[src/rtl/ddr_burst_wr_packer_pkg.sv]
// ddr_wr_pkg: constants and types shared by the DDR burst write packer.
//   state_e          : packer FSM encoding (IDLE, CMD, DATA)
//   *_DEF            : default widths and burst length used by the top level
//   WORDS_PER_BEAT   : FIFO words packed into one DDR beat
//   BYTES_PER_BURST  : cmd_addr increment between consecutive bursts
package ddr_wr_pkg;

  typedef enum logic [1:0] {
    IDLE = 2'd0,
    CMD  = 2'd1,
    DATA = 2'd2
  } state_e;

  localparam int unsigned IN_W_DEF        = 16;
  localparam int unsigned OUT_W_DEF       = 128;
  localparam int unsigned BURST_LEN_DEF   = 16;
  localparam int unsigned WORDS_PER_BEAT  = OUT_W_DEF / IN_W_DEF;
  localparam int unsigned BYTES_PER_BURST = BURST_LEN_DEF * OUT_W_DEF / 8;

endpackage

[src/rtl/ddr_burst_wr_packer_word_packer.sv]
// word_packer_16to128: collects OUT_W/IN_W FIFO words into one output beat.
//   clk_i, rst_ni  : clock, asynchronous active-low reset
//   pop_i          : a word is taken from word_i this cycle
//   word_i         : FIFO head word
//   beat_ready_i   : downstream accepts beat_o when beat_valid_o is high
//   beat_o         : packed beat, first popped word in the LSBs
//   beat_valid_o   : beat_o holds a complete beat
// Words 0..WPB-2 wait in a shift/pack register; the final word is merged
// straight into the output register so the beat is valid one cycle after the
// last pop. The caller only pops while the output register is empty or being
// drained, so a beat is never overwritten before it is accepted.
module word_packer_16to128 import ddr_wr_pkg::*; #(
  parameter int unsigned IN_W  = IN_W_DEF,
  parameter int unsigned OUT_W = OUT_W_DEF
) (
  input  logic             clk_i,
  input  logic             rst_ni,
  input  logic             pop_i,
  input  logic [IN_W-1:0]  word_i,
  input  logic             beat_ready_i,
  output logic [OUT_W-1:0] beat_o,
  output logic             beat_valid_o
);

  localparam int unsigned WPB = OUT_W / IN_W;
  localparam int unsigned CW  = $clog2(WPB);

  logic [CW-1:0]         cnt_q, cnt_d;
  logic [OUT_W-IN_W-1:0] sh_q, sh_d;
  logic [OUT_W-1:0]      beat_q, beat_d;
  logic                  valid_q, valid_d;

  always_comb begin
    cnt_d   = cnt_q;
    sh_d    = sh_q;
    beat_d  = beat_q;
    valid_d = valid_q;
    if (valid_q && beat_ready_i) begin
      valid_d = 1'b0;
    end
    if (pop_i) begin
      if (cnt_q == CW'(WPB - 1)) begin
        beat_d  = {word_i, sh_q};
        valid_d = 1'b1;
        cnt_d   = '0;
      end else begin
        sh_d[cnt_q*IN_W +: IN_W] = word_i;
        cnt_d = cnt_q + CW'(1);
      end
    end
  end

  always_ff @(posedge clk_i or negedge rst_ni) begin
    if (!rst_ni) begin
      cnt_q   <= '0;
      sh_q    <= '0;
      beat_q  <= '0;
      valid_q <= 1'b0;
    end else begin
      cnt_q   <= cnt_d;
      sh_q    <= sh_d;
      beat_q  <= beat_d;
      valid_q <= valid_d;
    end
  end

  assign beat_o       = beat_q;
  assign beat_valid_o = valid_q;

endmodule

[src/rtl/ddr_burst_wr_packer.sv]
// ddr_burst_wr_packer: pops 16-bit words from a show-ahead FIFO, packs them
// into 128-bit beats and issues fixed-length burst writes over one frame
// buffer, wrapping the address at frame end.
//   rd_clk, rd_rst_n          : clock, asynchronous active-low reset
//   enable                    : level, gates the start of new bursts only
//   frame_start               : pulse, restart addressing at FRAME_BASE
//   fifo_rd_en/vld/data       : FIFO pop, head valid, head word
//   cmd_valid/ready/addr/len  : burst write command channel
//   wdata_valid/ready/wdata/wdata_last : write data channel
//   busy                      : FSM not in IDLE
//   frame_done                : pulse after the last beat of a frame
//   dbg_state                 : current FSM state
// Handshakes: a transfer happens on a rising edge where valid && ready.
// Once raised, valid and its payload hold until that transfer; ready may
// change freely and never gates valid.
module ddr_burst_wr_packer import ddr_wr_pkg::*; #(
  parameter int unsigned       IN_W        = IN_W_DEF,
  parameter int unsigned       OUT_W       = OUT_W_DEF,
  parameter int unsigned       BURST_LEN   = BURST_LEN_DEF,
  parameter int unsigned       ADDR_W      = 28,
  parameter logic [ADDR_W-1:0] FRAME_BASE  = '0,
  parameter int unsigned       FRAME_BEATS = 115200
) (
  input  logic              rd_clk,
  input  logic              rd_rst_n,
  input  logic              enable,
  input  logic              frame_start,
  output logic              fifo_rd_en,
  input  logic              fifo_rd_vld,
  input  logic [IN_W-1:0]   fifo_rd_data,
  output logic              cmd_valid,
  input  logic              cmd_ready,
  output logic [ADDR_W-1:0] cmd_addr,
  output logic [7:0]        cmd_len,
  output logic              wdata_valid,
  input  logic              wdata_ready,
  output logic [OUT_W-1:0]  wdata,
  output logic              wdata_last,
  output logic              busy,
  output logic              frame_done,
  output logic [1:0]        dbg_state
);

  localparam int unsigned WPB             = OUT_W / IN_W;
  localparam int unsigned WORDS_PER_BURST = BURST_LEN * WPB;
  localparam int unsigned BPB             = BURST_LEN * OUT_W / 8;
  localparam int unsigned WCW             = $clog2(WORDS_PER_BURST + 1);
  localparam int unsigned BCW             = $clog2(BURST_LEN);
  localparam int unsigned FCW             = $clog2(FRAME_BEATS);

  state_e            state_q, state_d;
  logic [ADDR_W-1:0] addr_q, addr_d;
  logic [WCW-1:0]    word_cnt_q, word_cnt_d;
  logic [BCW-1:0]    beat_cnt_q, beat_cnt_d;
  logic [FCW-1:0]    frame_cnt_q, frame_cnt_d;
  logic              pending_q, pending_d;
  logic              frame_done_q, frame_done_d;

  logic beat_accept;
  logic last_accept;
  logic wrap;

  word_packer_16to128 #(
    .IN_W  (IN_W),
    .OUT_W (OUT_W)
  ) u_packer (
    .clk_i        (rd_clk),
    .rst_ni       (rd_rst_n),
    .pop_i        (fifo_rd_en),
    .word_i       (fifo_rd_data),
    .beat_ready_i (wdata_ready),
    .beat_o       (wdata),
    .beat_valid_o (wdata_valid)
  );

  assign beat_accept = wdata_valid && wdata_ready;
  assign last_accept = beat_accept && (beat_cnt_q == BCW'(BURST_LEN - 1));
  // FRAME_BEATS is a whole number of bursts, so the wrap always lands on a
  // last beat and the address reload happens on the DATA->IDLE edge.
  assign wrap        = beat_accept && (frame_cnt_q == FCW'(FRAME_BEATS - 1));

  // Pop only while the output register is free or draining this cycle.
  assign fifo_rd_en = (state_q == DATA) && fifo_rd_vld &&
                      (word_cnt_q != WCW'(WORDS_PER_BURST)) &&
                      (!wdata_valid || wdata_ready);

  always_comb begin
    state_d      = state_q;
    addr_d       = addr_q;
    word_cnt_d   = word_cnt_q;
    beat_cnt_d   = beat_cnt_q;
    frame_cnt_d  = frame_cnt_q;
    pending_d    = pending_q;
    frame_done_d = wrap;

    if (fifo_rd_en) begin
      word_cnt_d = word_cnt_q + WCW'(1);
    end
    if (beat_accept) begin
      beat_cnt_d  = last_accept ? '0 : beat_cnt_q + BCW'(1);
      frame_cnt_d = wrap ? '0 : frame_cnt_q + FCW'(1);
    end

    case (state_q)
      IDLE: begin
        if (frame_start || pending_q) begin
          addr_d      = FRAME_BASE;
          frame_cnt_d = '0;
          pending_d   = 1'b0;
        end
        if (enable && fifo_rd_vld) begin
          state_d = CMD;
        end
      end
      CMD: begin
        // An issued command is never altered: defer frame_start to IDLE.
        if (frame_start) begin
          pending_d = 1'b1;
        end
        if (cmd_ready) begin
          state_d    = DATA;
          word_cnt_d = '0;
        end
      end
      DATA: begin
        if (frame_start) begin
          pending_d = 1'b1;
        end
        if (last_accept) begin
          state_d = IDLE;
          if (wrap || pending_q || frame_start) begin
            addr_d      = FRAME_BASE;
            frame_cnt_d = '0;
            pending_d   = 1'b0;
          end else begin
            addr_d = addr_q + ADDR_W'(BPB);
          end
        end
      end
      default: begin
        state_d = IDLE;
      end
    endcase
  end

  always_ff @(posedge rd_clk or negedge rd_rst_n) begin
    if (!rd_rst_n) begin
      state_q      <= IDLE;
      addr_q       <= FRAME_BASE;
      word_cnt_q   <= '0;
      beat_cnt_q   <= '0;
      frame_cnt_q  <= '0;
      pending_q    <= 1'b0;
      frame_done_q <= 1'b0;
    end else begin
      state_q      <= state_d;
      addr_q       <= addr_d;
      word_cnt_q   <= word_cnt_d;
      beat_cnt_q   <= beat_cnt_d;
      frame_cnt_q  <= frame_cnt_d;
      pending_q    <= pending_d;
      frame_done_q <= frame_done_d;
    end
  end

  assign cmd_valid  = (state_q == CMD);
  assign cmd_addr   = addr_q;
  assign cmd_len    = 8'(BURST_LEN - 1);
  assign wdata_last = wdata_valid && (beat_cnt_q == BCW'(BURST_LEN - 1));
  assign busy       = (state_q != IDLE);
  assign frame_done = frame_done_q;
  assign dbg_state  = state_q;

endmodule

[config.mk]
export PLATFORM = sky130hd
export DESIGN_NAME = ddr_burst_wr_packer
export DESIGN_NICKNAME = d
export VERILOG_FILES = /design/src/rtl/ddr_burst_wr_packer_pkg.sv /design/src/rtl/ddr_burst_wr_packer_word_packer.sv /design/src/rtl/ddr_burst_wr_packer.sv
export SDC_FILE = /design/constraint.sdc
export NUM_CORES = 1
export LEC_CHECK = 0
export ABC_AREA = 1
export CAP_MARGIN = 5
export CORE_MARGIN = 10
export CORE_UTILIZATION = 55
export CTS_BUF_LIST = sky130_fd_sc_hd__clkbuf_4 sky130_fd_sc_hd__clkbuf_8 sky130_fd_sc_hd__clkbuf_16
export CTS_CLUSTER_DIAMETER = 200
export DETAILED_ROUTE_END_ITERATION = 12
export PLACE_DENSITY = 0.89
export SYNTH_ARGS = -nofsm -noshare
export SYNTH_HDL_FRONTEND = slang
export SYNTH_SLANG_ARGS = --single-unit
[constraint.sdc]
create_clock -name rd_clk -period 4.45 [get_ports rd_clk]
set_input_delay 0.6675 -clock rd_clk [delete_from_list [all_inputs] [get_ports rd_clk]]
set_output_delay 0.6675 -clock rd_clk [all_outputs]
set_load 0.1 [all_outputs]
==> summary.txt, run 1 <==
Drt
  • DRT met1 WL: about 15 mm
  • Post-DRT Antenna Nets: 0
  • DR WL/cell: about 17 um
  • Pre-Repair DR Iteration Count: 6
  • 1st-iter DRT viols: roughly 1200
  • Vias: about 12000
  • Wire length on met3: slightly below 3 mm
  • DR vias/cell: 5.50
  • DRC Markers: 0
  • Routed length on met2: roughly 18 mm
  • Routed wire length: roughly 37 mm
  • Highest Signal Layer: met4

CTS
  • CTS Buf Count: 30
  • Num Clock Sinks: ~300
  • Post-CTS Hold Buffers: 0
  • Clock Tree Buf Depth: 3
  • Post_cts resized: 0
  • Clock Tree Root: clkbuf_16
  • Post-CTS setup buffers: 0
  • CTS H-Tree Depth: 1
  • Worst-Skew Late Latency: between 500 and 600 ps
  • Clock slew at reported path FFs: approximately 60 ps
  • CTS tree: yes

Run status
  • Status: completed

GRT
  • Vias in the first global route: ~12000
  • Largest net degree at the start of global routing: 136
  • First-pass GRT wire length: 60.4 mm
  • Total gr overflow: 0
  • All-layer global routing usage: 0.236
  • Initial antenna violation count: 0

Pwr
  • Net Sw Frac: 0.437
  • Lkg Pwr: around 0.0084 uW
  • Power per Cell Area: approximately 610 mW/mm^2
  • Power share of the sequential group: 0.349
  • Worst vdd ir: between 0.7 and 0.8 mV
  • Pint: 5620 uW
  • Clock share of power: 0.274
  • Switching pwr: roughly 4400 uW
  • Logic pwr share: 0.377

Setup path
  • Slowest-stage cell, CP: clkdlybuf4s50_1
  • CP peak stage delay: between 1000 and 1500 ps
  • CP Class: flop to output pin
  • Crit-path cells: inv_1, ha_1, inv_1, clkdlybuf4s50_1
  • Crit path required time: 3780 ps
  • CP most frequent cell: inv_1
  • Nature of the critical path endpoint: output pin
  • Crit-path max FO: 6
  • Critical Path Source Type: flop
  • Data arrival, critical path: 2600 ps

Floorplanning
  • Die width: 176 um
  • Rows: 57
  • Initial core utilization: 0.555
  • Die area: ~0.031 sq mm
  • Core ar.: 0.0242 sq mm
  • Die height: ~180 um
  • I/O Pins: between 150 and 200

STA
  • Crit share post-route: 0.735
  • Tmin final: ~3300 ps
  • WHS: about 110 ps
  • Final setup fails: 0
  • RSZ-0062 raised after global routing: false
  • Slew Viols, Final: 0
  • Final Skew: about 17 ps
  • Final hold vios: 0
  • Worst-Margin Slew: roughly 1100 ps
  • Max Clk Rate: just over 300 MHz
  • Max_slew headroom: 0.287
  • Setup TNS: 0 ps

Final layout
  • Share of cells above drive strength 1: 0.0523
  • Diodes inserted: 0
  • Layout area overhead: 22.1%
  • Nets: about 1800
  • Filler Cell Count: 1832

Yosys
  • #FFs+latches synth: roughly 300
  • Top cells by area, synth: dfrtp_1, nand2_1, nand3_1, nor2_1, inv_1
  • Area share of the largest cell type after synthesis: 0.554
  • Post-synth EDFFs: 0
  • Synth unique cells: 34
  • Yosys top cell by area: dfrtp_1
  • Cells after synthesis: 1657
  • Ys async rst share: 1.00
  • Ys flop type: dfrtp_1
  • Synth warn: 0
  • Most common cell in the netlist: nand2_1
  • Post-synthesis area per instance: roughly 8.1 sq um
  • Post-Syn Area: about 0.013 sq mm
  • Post-synthesis sequential area ratio: 0.554
  • Synth top cells by count: nand2_1, dfrtp_1, nand3_1, nor2_1, inv_1

Placed design
  • Detailed Place HPWL: 25.2 mm
  • Port buffer count: ~180
  • Placer congestion estimate: between 0.8 and 0.9

Run
  • Max-cap viol count: 0

Hold path
  • Worst Hold Class: input port to asynchronous set/reset pin
==> worst max-delay path: cells and delay by family (launching register included) <==
kind / cells / cell delay [ps]
adder cells (fa/ha/maj): 1 / 230
flip-flops: 1 / 400
buffers and inverters: 3 / 1420
==> metrics by stage <==
step / cell area [sq um] / util / setup WS (ps) / power, uW / std cells
after global routing: 16400 / 0.678 / 1030 / 10400 / 2140
final: 16400 / 0.678 / 1180 / 9980 / 2140
after detailed placement: 15300 / 0.632 / 1250 / 7210 / 2086
after global placement: 15300 / 0.632 / 1360 / 7120 / 2086
after CTS: 16400 / 0.678 / 1180 / 9960 / 2140
after floorplan: 13500 / - / 1180 / 6270 / 1671
==> flip-flops by register name, indices dropped and copies added (netlist names) <==
signal / count
dbg_state: 2
cmd_addr: 20
u_packer.sh_q: 112
frame_cnt_q: 17
word_cnt_q: 8
u_packer.beat_o: 128
pending_q: 1
u_packer.cnt_q: 3
frame_done: 1
u_packer.beat_valid_o: 1
beat_cnt_q: 4
==> power by group through the flow <==
| stage | clock network (uW) | logic (uW) | registers [uW] |
|---|---|---|---|
| floorplan | 0 | 1740 | 4530 |
| global placement | 0 | 3640 | 3480 |
| detailed placement | 0 | 3720 | 3490 |
| CTS | 2750 | 3740 | 3470 |
| global route | 2870 | 4030 | 3520 |
| finish | 2730 | 3770 | 3480 |
==> cells in the final DEF (no fill, tap or decap), types with 6 or more instances in the layout <==
master,count
clkbuf_8,11
clkdlybuf4s50_1,176
nand3_1,223
ha_1,11
nor2_1,167
clkbuf_16,31
dfrtp_1,297
xnor2_1,6
inv_1,113
a21oi_1,8
inv_2,6
conb_1,16
xor2_1,13
nand2_1,560
nand2_2,8
o21ai_0,69
nand4_1,7
buf_4,14
nor3_1,42
==> final timing paths <==
kind	cells past startpoint	to	from	slack [ps]
min reg2reg	2	u_packer.beat_o[85]	u_packer.beat_o[85]	470
max in group asynchronous	2	u_packer.sh_q[1]	rd_rst_n	3100
max	4	busy	dbg_state[0]	1180
max reg2reg	8	u_packer.sh_q[84]	u_packer.cnt_q[0]	1230
min	1	cmd_addr[14]	rd_rst_n	110
min in group rd_clk	2	u_packer.beat_o[85]	u_packer.beat_o[85]	470
==> cell type report <==
| cell class | count | area (sq um) | share of cell area |
|---|---|---|---|
| Timing Repair Buffer | 192 | 1900 | 0.116 |
| Clock buffer | 46 | 957 | 0.0584 |
| Inverter | 120 | 450 | 0.0275 |
| Tap cell | 324 | 405 | 0.0247 |
| Clock inverter | 8 | 140 | 0.00855 |
| Multi-Input combinational cell | 1153 | 5100 | 0.311 |
| Sequential cell | 297 | 7430 | 0.454 |
==> routing by layer <==
metal | vias to the layer above | track usage
met1 | 5680 | 0.312
li1 | 5464 | -
met5 | - | 0
met3 | 89 | 0.0427
met2 | 530 | 0.384
met4 | 0 | 0.0858
==> cells by family after synthesis <==
family | after synthesis | share of synthesized area
simple gates | 1023 | 0.319
fa+ha+maj | 12 | 0.0112
compound gates | 83 | 0.0317
xor+xnor | 19 | 0.0124
other cells | 2 | 0.000559
buf+inv | 221 | 0.0719
flops | 297 | 0.554
Power figures use the tool's default switching activity.
==> run 2, diff against run 1 <==
--- a/config.mk
+++ b/config.mk
@@ -8,11 +8,11 @@
 export ABC_AREA = 1
 export CAP_MARGIN = 5
 export CORE_MARGIN = 10
-export CORE_UTILIZATION = 55
+export CORE_UTILIZATION = 49
 export CTS_BUF_LIST = sky130_fd_sc_hd__clkbuf_4 sky130_fd_sc_hd__clkbuf_8 sky130_fd_sc_hd__clkbuf_16
 export CTS_CLUSTER_DIAMETER = 200
 export DETAILED_ROUTE_END_ITERATION = 12
-export PLACE_DENSITY = 0.89
+export PLACE_DENSITY = 0.84
 export SYNTH_ARGS = -nofsm -noshare
 export SYNTH_HDL_FRONTEND = slang
 export SYNTH_SLANG_ARGS = --single-unit
==> constraint.sdc (replaced) <==
create_clock -name rd_clk -period 2.77 [get_ports rd_clk]
set_input_delay 0.4155 -clock rd_clk [delete_from_list [all_inputs] [get_ports rd_clk]]
set_output_delay 0.4155 -clock rd_clk [all_outputs]
set_load 0.1 [all_outputs]
==> run 2 against run 1 <==
  * Non-clock buffer count rose by 15
  * Clock power grew 60%
  * Combinational power is 63% higher
  * Sequential share of layout area increased by 0.46 points
  * Critical endpoint is now fifo_rd_en
==> summary.txt, run 2 (synthesized netlist as in run 1, its figures left out) <==
STA
  • RSZ-0062 raised after global routing: false
  • Final setup fails: 0 (unchanged)
  • Worst-Margin Slew: 554 ps (-512 ps)
  • Tmin final: between 2000 and 3000 ps
  • Max Clk Rate: 379 MHz
  • Max_slew headroom: 0.628 (+0.340)
  • Slew Viols, Final: 0 (unchanged)
  • Crit share post-route: 0.952
  • Final hold vios: 0 (unchanged)
  • Final Skew: 11.2 ps (-5.98 ps)
  • WHS: 393 ps (+288 ps)
  • Setup TNS: 0 ps (unchanged)

Final layout
  • Nets: 1844 (+0.82%)
  • Layout area overhead: 20.9%
  • Number of flip-flops in the largest register: 128 (unchanged)
  • Most frequent cells in the layout: nand2_1, dfrtp_1, nand3_1
  • Cell area after layout: 0.0162 sq mm (-0.97%)
  • Most common cell after layout, fill and taps aside: nand2_1
  • Share of cells above drive strength 1: 0.146 (+0.0939)

Setup path
  • Crit path from: dbg_state[0]
  • R2r endpoint: u_packer.sh_q[7]
  • Data arrival, critical path: 2220 ps (-380 ps)
  • CP Class: flop to output pin
  • Reg2reg path depth: 9 (+1)
  • Crit-path max FO: 29 (+23)
  • Nature of the critical path endpoint: output pin
  • R2R Setup Slk: 290 ps (-940 ps)
  • Critical Path Source Type: flop
  • Crit path required time: 2350 ps (-1430 ps)
  • Critical R2R Launch: u_packer.cnt_q[1]

Floorplanning
  • Die width: 186 um (+5.3%)
  • Rows: 60 (+5.3%)
  • Initial core utilization: 0.498 (-0.0571)
  • Die height: 186 um (+5.3%)
  • Die area: 0.0344 sq mm (+11%)
  • I/O Pins: 195 (unchanged)
  • Core ar.: 0.0270 sq mm (+11%)

CTS
  • Num Clock Sinks: 297 (unchanged)
  • CTS tree: yes
  • Clock Tree Root: clkbuf_16
  • Post-CTS setup buffers: 0 (unchanged)
  • Worst-Skew Late Latency: 550 ps (about the same)
  • CTS H-Tree Depth: 1 (unchanged)
  • Clock slew at reported path FFs: 60 ps (about the same)
  • Clock Tree Buf Depth: 3 (unchanged)
  • CTS Buf Count: 30 (unchanged)

Drt
  • DRC Markers: 0 (unchanged)
  • 1st-iter DRT viols: 1246 (+5.4%)
  • Pre-Repair DR Iteration Count: 6 (unchanged)
  • Routed wire length: 36.6 mm (-0.99%)
  • Vias: 11600 (-1.6%)
  • DR vias/cell: 5.32 (-3.2%)
  • Post-DRT Antenna Nets: 0 (unchanged)
  • DR WL/cell: 16.8 um (-2.6%)

GRT
  • First-pass GRT wire length: 58.9 mm (-2.6%)
  • All-layer global routing usage: 0.210 (-0.0261)
  • Largest net degree at the start of global routing: 97 (-29%)
  • Total gr overflow: 0 (unchanged)
  • Initial antenna violation count: 0 (unchanged)
  • Vias in the first global route: 11300 (-2.7%)

Placed design
  • Placer congestion estimate: 0.898 (about the same)
  • Post-place instance area: 0.0151 sq mm (-1.1%)
  • Detailed Place HPWL: 25.6 mm (+1.5%)
  • Port buffer count: 178 (unchanged)

Pwr
  • Power per Cell Area: 989 mW/mm^2 (+62%)
  • Worst vdd ir: 1.26 mV (+67%)
  • Lkg Pwr: 0.00876 uW (+4.9%)
  • Total power: 16000 uW (+61%)

Run status
  • Status: completed

Run
  • Max-cap viol count: 0 (unchanged)

Hold path
  • Worst Hold Class: input port to asynchronous set/reset pin
-- run 2: cell count changes in the layout (fill, tap and decap cells not counted), sizes merged --
cell,previous run,this run
buf,16,185
diode,0,1
clkinv,5,9
clkdlybuf4s50,176,21
dlygate4sd3,0,1
clkbuf,46,43
inv,119,120
-- run 2: worst max-delay path by stage --
stage | slack, ps | endpoint
after global routing | 40 | fifo_rd_en
after detailed placement | 280 | u_packer.sh_q[62]
after global placement | 360 | u_packer.sh_q[29]
final | 130 | fifo_rd_en
after floorplan | 40 | u_packer.cnt_q[1]
after CTS | 60 | fifo_rd_en
-- run 2: layout make-up --
class                   count  area, sq um
diodes                      1         2.50
well taps                 341          427
inverters                 120          450
multi-input cells        1153         5090
clock buffers              43          922
repair buffers            207         1730
fillers                  2196        10700
flip-flops and latches    297         7430
clock inverters            13          169
-- run 2: report_power, final --
part / internal [uW] / switching, uW / total, uW
Sequential: 5060 / 484 / 5550
Clock: 2680 / 1680 / 4360
Combinational: 1280 / 4860 / 6140
-- run 2: worst max-delay path: stages, from the launching register on --
cell     delay, ps
dfrtp_2        430
inv_1           90
ha_1           260
nand3_2        160
nor2_4         250
buf_6          270
buf_12         210
-- run 2: repair_timing --
action | CTS | global route
endpoints found under the hold margin | 54 | 0
gates resized for setup | 0 | 1
setup endpoints to repair | 0 | 1
hold buffers | 1 | 0
-- run 2: per-stage QoR --
| stage | util | instances | setup WS (ps) |
|---|---|---|---|
| after floorplan | - | 1671 | 35.6 |
| after global placement | 0.561 | 2117 | 356 |
| after detailed placement | 0.561 | 2117 | 276 |
| after CTS | 0.602 | 2174 | 56.8 |
| after global routing | 0.602 | 2174 | 42.1 |
| final | 0.602 | 2175 | 133 |
-- run 2: metal layers --
layer | GRT usage | routed length, um | share of wire | up-vias
li1 | - | - | - | 5496
met1 | 0.272 | 15000 | 0.41 | 5518
met2 | 0.345 | 17500 | 0.48 | 492
met3 | 0.0528 | 3250 | 0.089 | 67
met4 | 0.0536 | 833 | 0.023 | 0
met5 | 0 | 0 | 0 | -
